`src/rtl/memarb_pkg.sv`:
```
// memarb_pkg: shared types and constants for the unified-memory port arbiter.
package memarb_pkg;

    typedef enum logic [1:0] {
        IDLE = 2'd0,
        BUSY = 2'd1,
        RESP = 2'd2
    } state_t;

    typedef enum logic {
        SRC_I = 1'b0,
        SRC_D = 1'b1
    } src_t;

    // Size code used for every instruction fetch (full 32-bit word).
    localparam logic [2:0] FUNC3_WORD = 3'b010;

endpackage

```
`src/rtl/memarb_wdog.sv`:
```
// memarb_wdog: BUSY-cycle counter that flags a transaction stuck for TIMEOUT cycles.
module memarb_wdog #(
    parameter int TIMEOUT = 255
) (
    input  logic CLK,
    input  logic RESET,
    input  logic CLR,
    input  logic EN,
    output logic EXPIRE
);

    localparam logic [15:0] LIMIT = 16'(TIMEOUT - 1);

    logic [15:0] cnt;

    // Count cycles spent waiting; cleared whenever a new transaction starts.
    always_ff @(posedge CLK or posedge RESET) begin
        if (RESET)
            cnt <= '0;
        else if (CLR)
            cnt <= '0;
        else if (EN)
            cnt <= cnt + 16'd1;
    end

    // Fires during the TIMEOUT-th waiting cycle, so the abort edge ends exactly TIMEOUT cycles.
    assign EXPIRE = EN && (cnt == LIMIT);

endmodule

```
`src/rtl/mem_port_arbiter.sv`:
```
// mem_port_arbiter: shares one single-port memory between fetch and memory-access stages.
// Optional feature: define MEMARB_RR_EN for round-robin tie breaking (default: data wins ties).
module mem_port_arbiter
    import memarb_pkg::*;
#(
    parameter int ADDR_W  = 32,
    parameter int DATA_W  = 32,
    parameter int TIMEOUT = 255
) (
    input  logic              CLK,
    input  logic              RESET,
    input  logic              I_REQ,
    input  logic [ADDR_W-1:0] I_ADDR,
    output logic [DATA_W-1:0] I_RDATA,
    output logic              I_ACK,
    input  logic              D_REQ,
    input  logic              D_WE,
    input  logic [2:0]        D_FUNC3,
    input  logic [ADDR_W-1:0] D_ADDR,
    input  logic [DATA_W-1:0] D_WDATA,
    output logic [DATA_W-1:0] D_RDATA,
    output logic              D_ACK,
    output logic              M_REQ,
    output logic              M_WE,
    output logic [2:0]        M_FUNC3,
    output logic [ADDR_W-1:0] M_ADDR,
    output logic [DATA_W-1:0] M_WDATA,
    input  logic [DATA_W-1:0] M_RDATA,
    input  logic              M_ACK,
    output logic              STALL_IF,
    output logic              STALL_MEM,
    output logic              ERR
);

    state_t state, state_nx;
    src_t   cur_src;    // owner of the in-flight / just-completed transaction
    src_t   win_src;
    src_t   tie_src;
    logic   elig_i, elig_d, grant;
    logic   done, abort, wd_expire;

`ifdef MEMARB_RR_EN
    src_t last_src;

    // Remember the most recent grant so the other side wins the next tie.
    always_ff @(posedge CLK or posedge RESET) begin
        if (RESET)
            last_src <= SRC_I;
        else if (grant)
            last_src <= win_src;
    end

    assign tie_src = (last_src == SRC_I) ? SRC_D : SRC_I;
`else
    // Data is the older instruction in the pipeline, so it wins ties.
    assign tie_src = SRC_D;
`endif

    // Eligibility, winner selection and next state; the side being acked sits out one cycle.
    always_comb begin
        state_nx = state;
        elig_i   = I_REQ && !(state == RESP && cur_src == SRC_I);
        elig_d   = D_REQ && !(state == RESP && cur_src == SRC_D);
        grant    = (state != BUSY) && (elig_i || elig_d);
        done     = (state == BUSY) && M_ACK;
        abort    = (state == BUSY) && !M_ACK && wd_expire;
        if (elig_i && elig_d)
            win_src = tie_src;
        else if (elig_d)
            win_src = SRC_D;
        else
            win_src = SRC_I;
        case (state)
            IDLE:    state_nx = grant ? BUSY : IDLE;
            BUSY:    state_nx = (done || abort) ? RESP : BUSY;
            RESP:    state_nx = grant ? BUSY : IDLE;
            default: state_nx = IDLE;
        endcase
    end

    // State register.
    always_ff @(posedge CLK or posedge RESET) begin
        if (RESET)
            state <= IDLE;
        else
            state <= state_nx;
    end

    // Transaction fields, read-data capture, completion pulses and sticky error.
    always_ff @(posedge CLK or posedge RESET) begin
        if (RESET) begin
            cur_src <= SRC_I;
            M_REQ   <= 1'b0;
            M_WE    <= 1'b0;
            M_FUNC3 <= '0;
            M_ADDR  <= '0;
            M_WDATA <= '0;
            I_RDATA <= '0;
            D_RDATA <= '0;
            I_ACK   <= 1'b0;
            D_ACK   <= 1'b0;
            ERR     <= 1'b0;
        end else begin
            I_ACK <= (done || abort) && (cur_src == SRC_I);
            D_ACK <= (done || abort) && (cur_src == SRC_D);
            if (grant) begin
                cur_src <= win_src;
                M_REQ   <= 1'b1;
                if (win_src == SRC_D) begin
                    M_WE    <= D_WE;
                    M_FUNC3 <= D_FUNC3;
                    M_ADDR  <= D_ADDR;
                    M_WDATA <= D_WDATA;
                end else begin
                    M_WE    <= 1'b0;
                    M_FUNC3 <= FUNC3_WORD;
                    M_ADDR  <= I_ADDR;
                end
            end else if (done || abort) begin
                M_REQ <= 1'b0;
                if (cur_src == SRC_I)
                    I_RDATA <= done ? M_RDATA : '0;
                else
                    D_RDATA <= done ? M_RDATA : '0;
            end
            if (abort)
                ERR <= 1'b1;
        end
    end

    memarb_wdog #(.TIMEOUT(TIMEOUT)) u_wdog (
        .CLK    (CLK),
        .RESET  (RESET),
        .CLR    (grant),
        .EN     (state == BUSY),
        .EXPIRE (wd_expire)
    );

    assign STALL_IF  = I_REQ && !I_ACK;
    assign STALL_MEM = D_REQ && !D_ACK;

endmodule

```
`config.mk`:
```
export PLATFORM = sky130hd
export DESIGN_NAME = mem_port_arbiter
export DESIGN_NICKNAME = d
export VERILOG_FILES = /design/src/rtl/memarb_pkg.sv /design/src/rtl/memarb_wdog.sv /design/src/rtl/mem_port_arbiter.sv
export SDC_FILE = /design/constraint.sdc
export NUM_CORES = 1
export LEC_CHECK = 0
export CORE_MARGIN = 5
export CORE_UTILIZATION = 46
export CTS_BUF_LIST = sky130_fd_sc_hd__clkbuf_8
export DETAILED_ROUTE_END_ITERATION = 16
export GPL_TIMING_DRIVEN = 1
export MAX_ROUTING_LAYER = met4
export PLACE_DENSITY_LB_ADDON = 0.2
export SLEW_MARGIN = 20
export SYNTH_ARGS = -nofsm -noshare
export SYNTH_HDL_FRONTEND = slang
export SYNTH_HIERARCHICAL = 1
export SYNTH_SLANG_ARGS = --single-unit
```
`constraint.sdc`:
```
create_clock -name CLK -period 5.74 [get_ports CLK]
set_input_delay 0.861 -clock CLK [delete_from_list [all_inputs] [get_ports CLK]]
set_output_delay 0.861 -clock CLK [all_outputs]
set_load 0.05 [all_outputs]
```
# Yosys cells after proc, flatten, opt, wreduce, memory -nomap -nowiden
# Index checks and enable logic that the tools add are counted.
# op_classes
mux,13
eq_ne,4
bitwise_logic,2
shifts,0
n_div,0
magnitude_cmp,0
n_reduce_logical,28
n_mul,0
n_addsub,1
# ops
operator,count
32-bit 2-to-1 mux,2
16-bit 2-to-1 mux,2
"16-bit by 1-bit adder with 16-bit output, second input constant",1
"16-bit by 8-bit == test with 1-bit output, second input constant",1
1-bit logical AND,14
1-bit 2-to-1 mux,6
3-bit AND reduction,2
1-bit logical NOT,5
2-bit one-hot mux with 2 select lines,1
2-bit nonzero test,2
3-bit 2-to-1 mux,1
"2-bit by 1-bit == test with 1-bit output, second input constant",1
"2-bit == test, second input constant",1
2-bit logical NOT,1
1-bit logical OR,2
2-bit 2-to-1 mux,1
"2-bit by 1-bit inequality test with 1-bit output, second input constant",1
1-bit NOT,2
2-bit AND reduction,1
2-bit OR reduction,1
# totals
mem_count,0
mem_bits_ro,0
ram_bits,0
output_inout_bits,138
word_cells,61
latchBits,0
reg_bits,155

# Longest topological paths before layout
# logic_depth
ltp_word,8
mapped_depth,12
mapped_depth_nobuf,8

# Hierarchy
# The synthesis kept the hierarchy.
# by_module_without_submodules
module,n_inst,cells_per_inst,area_per_inst_um2
mem_port_arbiter,1,610,6577.6
memarb_wdog,1,88,850.8

# Least setup slack after synthesis
# OpenSTA, ideal clock, no wires.
# synth_timing
kind,input -> output
startpoint,input D_REQ
endpoint,output STALL_MEM
path_buffers,2
slack_ns,2.780
path_stages,3
arrival_ns,2.099
cell_sequence,clkbuf_1 > clkbuf_1 > nor2b_1
# synth_via
elab_chain_len,1
# synth_rtl
element,line_no,text
from (decl),mem_port_arbiter.sv:16,"input logic D_REQ,"
1-bit logical AND,mem_port_arbiter.sv:140,assign STALL_MEM = D_REQ && !D_ACK;
to (decl),mem_port_arbiter.sv:31,"output logic STALL_MEM,"
# No other way between the ends.

# Worst setup path after layout
# layout_timing
startpoint,register state[0]
endpoint,register I_RDATA[30]
# layout_via
elab_cells_between_ends,19
# layout_lines
element,line_no,text
from (decl),mem_port_arbiter.sv:35,"state_t state, state_nx;"
from (signal assigned),mem_port_arbiter.sv:86,state <= state_nx;
2-bit by 1-bit == test with 1-bit output,mem_port_arbiter.sv:135,".EN (state == BUSY),"
1-bit logical AND,memarb_wdog.sv:27,assign EXPIRE = EN && (cnt == LIMIT);
via wd_expire,mem_port_arbiter.sv:40,"logic done, abort, wd_expire;"
1-bit logical AND,mem_port_arbiter.sv:66,abort = (state == BUSY) && !M_ACK && wd_expire;
1-bit logical OR,mem_port_arbiter.sv:119,end else if (done || abort) begin
3-bit AND reduction (no source line),--,
to (signal assigned),mem_port_arbiter.sv:122,I_RDATA <= done ? M_RDATA : '0;
to (decl),mem_port_arbiter.sv:14,"output logic [DATA_W-1:0] I_RDATA,"
# The timed path passes the listed nets, and every way through them passes these cells.
# A chain may end at the register's enable or synchronous reset.

==> metrics.md <==
| Metric | Value |
|---|---|
| Switching share of power | 0.4994 |
| Flop pwr share | 0.279 |
| Synth Flop Type | dfrtp_1 |
| Vias/cell | 5.350 |
| # port buffers | about 270 |
| H-tree Lvls | 4 |
| Row count | 46 |
| Die ar. | roughly 19000 um^2 |
| Final Critical Period | just over 4000 ps |
| Root buf cell | clkbuf_8 |
| Setup CP Type | reg2reg |
| Sequential fraction of the synthesis area | 0.5221 |
| Clock power share | 0.125 |
| CTS Buffer Depth | 2 |
| DRC viols | 0 |
| CTS resizes | 0 |
| Vias | 6275 |
| Fmax | 0.2465 GHz |
| Int Pwr | 0.003383 W |
| CTS Sinks | approximately 160 |
| Number of synthesized register bits | about 160 |
| NetSw | about 0.0034 W |
| I/O pins | 275 |
| TNS Setup | 0 ps |
| Endpoint class of the critical path | flop |
| Final Cycle Share | 0.7068 |
| CTS buffer count | 17 |
| Leak | 4.465 nW |
| Setup violations, final | 0 |
| Total GRT Usage | 0.2427 |
| Drt first pass iters | 5 |
| Worst slew pin tran | ~1000 ps |
| Worst path most repeated cell | buf_4 |
| Library cells used by synthesis | 45 |
| Syn Inst Count | 698 |
| Clock Latency Late Sink | 440 ps |
| Crit start category | flop |
| MaxCap Viol Count | 0 |
| Drt wl/cell | ~19 um |
| RSZ-0062 raised after global routing | no |
| Clock transition at path regs | 90 ps |
| Global-route wire length before repair | 34610 um |
| # hold bufs at CTS | 0 |
| Slew Limit Fails | 0 |
| Clock skew | 11.90 ps |
| Critical path's slowest cell | dfrtp_1 |
| Syn Area/Cell | 10.64 um^2 |
| Crit path required time | 6070 ps |
| Crit path cell chain | nand2b_1, inv_2, buf_4, nand3_1, nor4_1, nor2_1, nor3_2, buf_4, mux2_2 |
| Metal2 WL | 10480 um |
| Total power | 0.006759 W |
| P per Cell Area | ~630 nW/um^2 |
| Die width | 137.1 um |
| Core area | 15890 um^2 |
| Die H | between 100 and 150 um |
| Mapped Area | 7428 um^2 |
| Layout cell share with drive strength beyond 1 | 0.1264 |
| Synthesized net count | approximately 840 |
| Synthesis warning total | 6 |
| Pin count of the biggest net entering global routing | roughly 110 |
| Syn-to-layout area delta | 43.44% |
| Hpwl dp | 15000 um |
| Post-synth EDFFs | 0 |
| Worst hold path type | reg2reg |
| Final hold vios | 0 |
| Crit-path max FO | 74 |
| CTS tree | yes |
| Highest routed layer | met4 |
| Setup Buffers After CTS | 0 |
| GP Congestion | 0.8433 |
| CP delay by family, top | simple AND/OR/NAND/NOR gates |
| Worst R2R Setup Slack | roughly 1700 ps |
| WL met1 | 9141 um |
| Status | completed |
| Rel. slew slack | 0.3189 |
| Maximum vdd drop | 0.4185 mV |
| Comb power frac | 0.596 |
| WP buf/inv | 3 |
| DRT iter0 DRCs | ~460 |
| ANT cells | 0 |
| Crit-path max cell delay | 1020 ps |
| Async set or reset register ratio after synthesis | 1.000 |
| Initial core utilization | 0.4676 |
| Crit path DAT | about 4400 ps |
| Number of routed nets with antenna violations | 0 |
| GRT Residual Overflow | 0 |
| Met3 wire length | 1878 um |
| Final #Nets | roughly 1100 |
| Vias in the first global route | 6531 |
| WL final | 22010 um |
| Initial antenna violation count | 0 |
## cells in the final DEF, fill, tap and decap left out, types with 5 or more instances in the layout
| master | instances |
|---|---|
| o211ai_1 | 34 |
| nand2b_1 | 34 |
| a21oi_1 | 5 |
| nand2_1 | 35 |
| mux2_4 | 25 |
| nand4b_1 | 32 |
| clkbuf_8 | 18 |
| clkdlybuf4s50_1 | 272 |
| xnor2_1 | 6 |
| nand4_1 | 66 |
| buf_4 | 12 |
| nor2_1 | 14 |
| dfrtp_1 | 154 |
| inv_1 | 77 |
| o21ai_0 | 68 |
| mux2_2 | 38 |
## cell usage after synthesis (5+ instances only)
cell | number | area [um^2]
dfrtp_1 | 155 | 3879
inv_1 | 79 | 296.5
o21ai_0 | 68 | 340.3
nand4_1 | 66 | 412.9
mux2_2 | 38 | 427.9
nand2_1 | 35 | 131.4
clkbuf_1 | 34 | 127.6
nand2b_1 | 34 | 212.7
o211ai_1 | 34 | 255.2
nand4b_1 | 32 | 280.3
mux2_4 | 25 | 375.4
buf_2 | 15 | 75.07
nor2_1 | 14 | 52.55
xnor2_1 | 6 | 52.55
a21oi_1 | 5 | 25.02
nor3_1 | 5 | 25.02
## flip-flops by register name (all words and copies together), names as in the netlist
register    cells
D_RDATA        32
I_RDATA        32
M_ADDR         32
M_WDATA        32
u_wdog/cnt     16
M_FUNC3         3
state           2
D_ACK           1
ERR             1
I_ACK           1
M_REQ           1
M_WE            1
cur_src         1
## power groups by stage
stage	combinational (W)	clock, W	sequential [W]
after global routing	0.00421	0.000923	0.00195
after floorplan	0.00109	0	0.00349
after detailed placement	0.00405	0	0.00189
after global placement	0.00401	0	0.00189
final	0.00403	0.000847	0.00189
after CTS	0.00406	0.000872	0.00189
## through the flow
| step | util | cell area, um^2 | setup slack, ps | instances | hold slack [ps] |
|---|---|---|---|---|---|
| 2_1_floorplan | - | 7428 | 1154 | 698 | 510.2 |
| 3_5_place_dp | 0.6449 | 10240 | 1820 | 1141 | 455.1 |
| 5_1_grt | 0.6708 | 10660 | 1493 | 1173 | 513.6 |
| 4_1_cts | 0.6708 | 10660 | 1823 | 1173 | 488.4 |
| 3_3_place_gp | 0.6449 | 10240 | 1877 | 1141 | 468.4 |
| 6_report | 0.6708 | 10660 | 1683 | 1173 | 487.8 |
## metal layers
layer / global-route usage / vias up
li1: - / 2947
met1: 0.3103 / 3020
met2: 0.3749 / 274
met3: 0.06875 / 34
met4: 0.07871 / 0
met5: - / -
## worst paths after layout
path                                       to  cells after the start  startpoint
max in group asynchronous         D_RDATA[23]                      3       RESET
worst max register to register    I_RDATA[30]                      9    state[0]
min in group asynchronous       u_wdog/cnt[4]                      2       RESET
worst max-delay path              I_RDATA[30]                      9    state[0]
worst min-delay path                      ERR                      1         ERR
worst min register to register            ERR                      1         ERR
## layout make-up
type | instances | area [um^2]
fill | 1259 | 5230
inverter | 79 | 301.5
tap | 216 | 270.3
timing repair buffer | 286 | 2823
multi-input combinational | 405 | 2970
clock inverter | 14 | 162.7
sequential | 155 | 3880
clock buffer | 18 | 247.7
## kinds of logic after synthesis
kind of cell               share of synthesized area
AOI/OAI and AO/OA                            0.09702
buffers and inverters                        0.08034
and+or+nand+nor                               0.1713
xor gates and xnor gates                     0.01179
adders and majority gates                   0.003368
DFF                                           0.5221
muxes                                         0.1140
No activity file was read; power rests on OpenSTA's default activity.
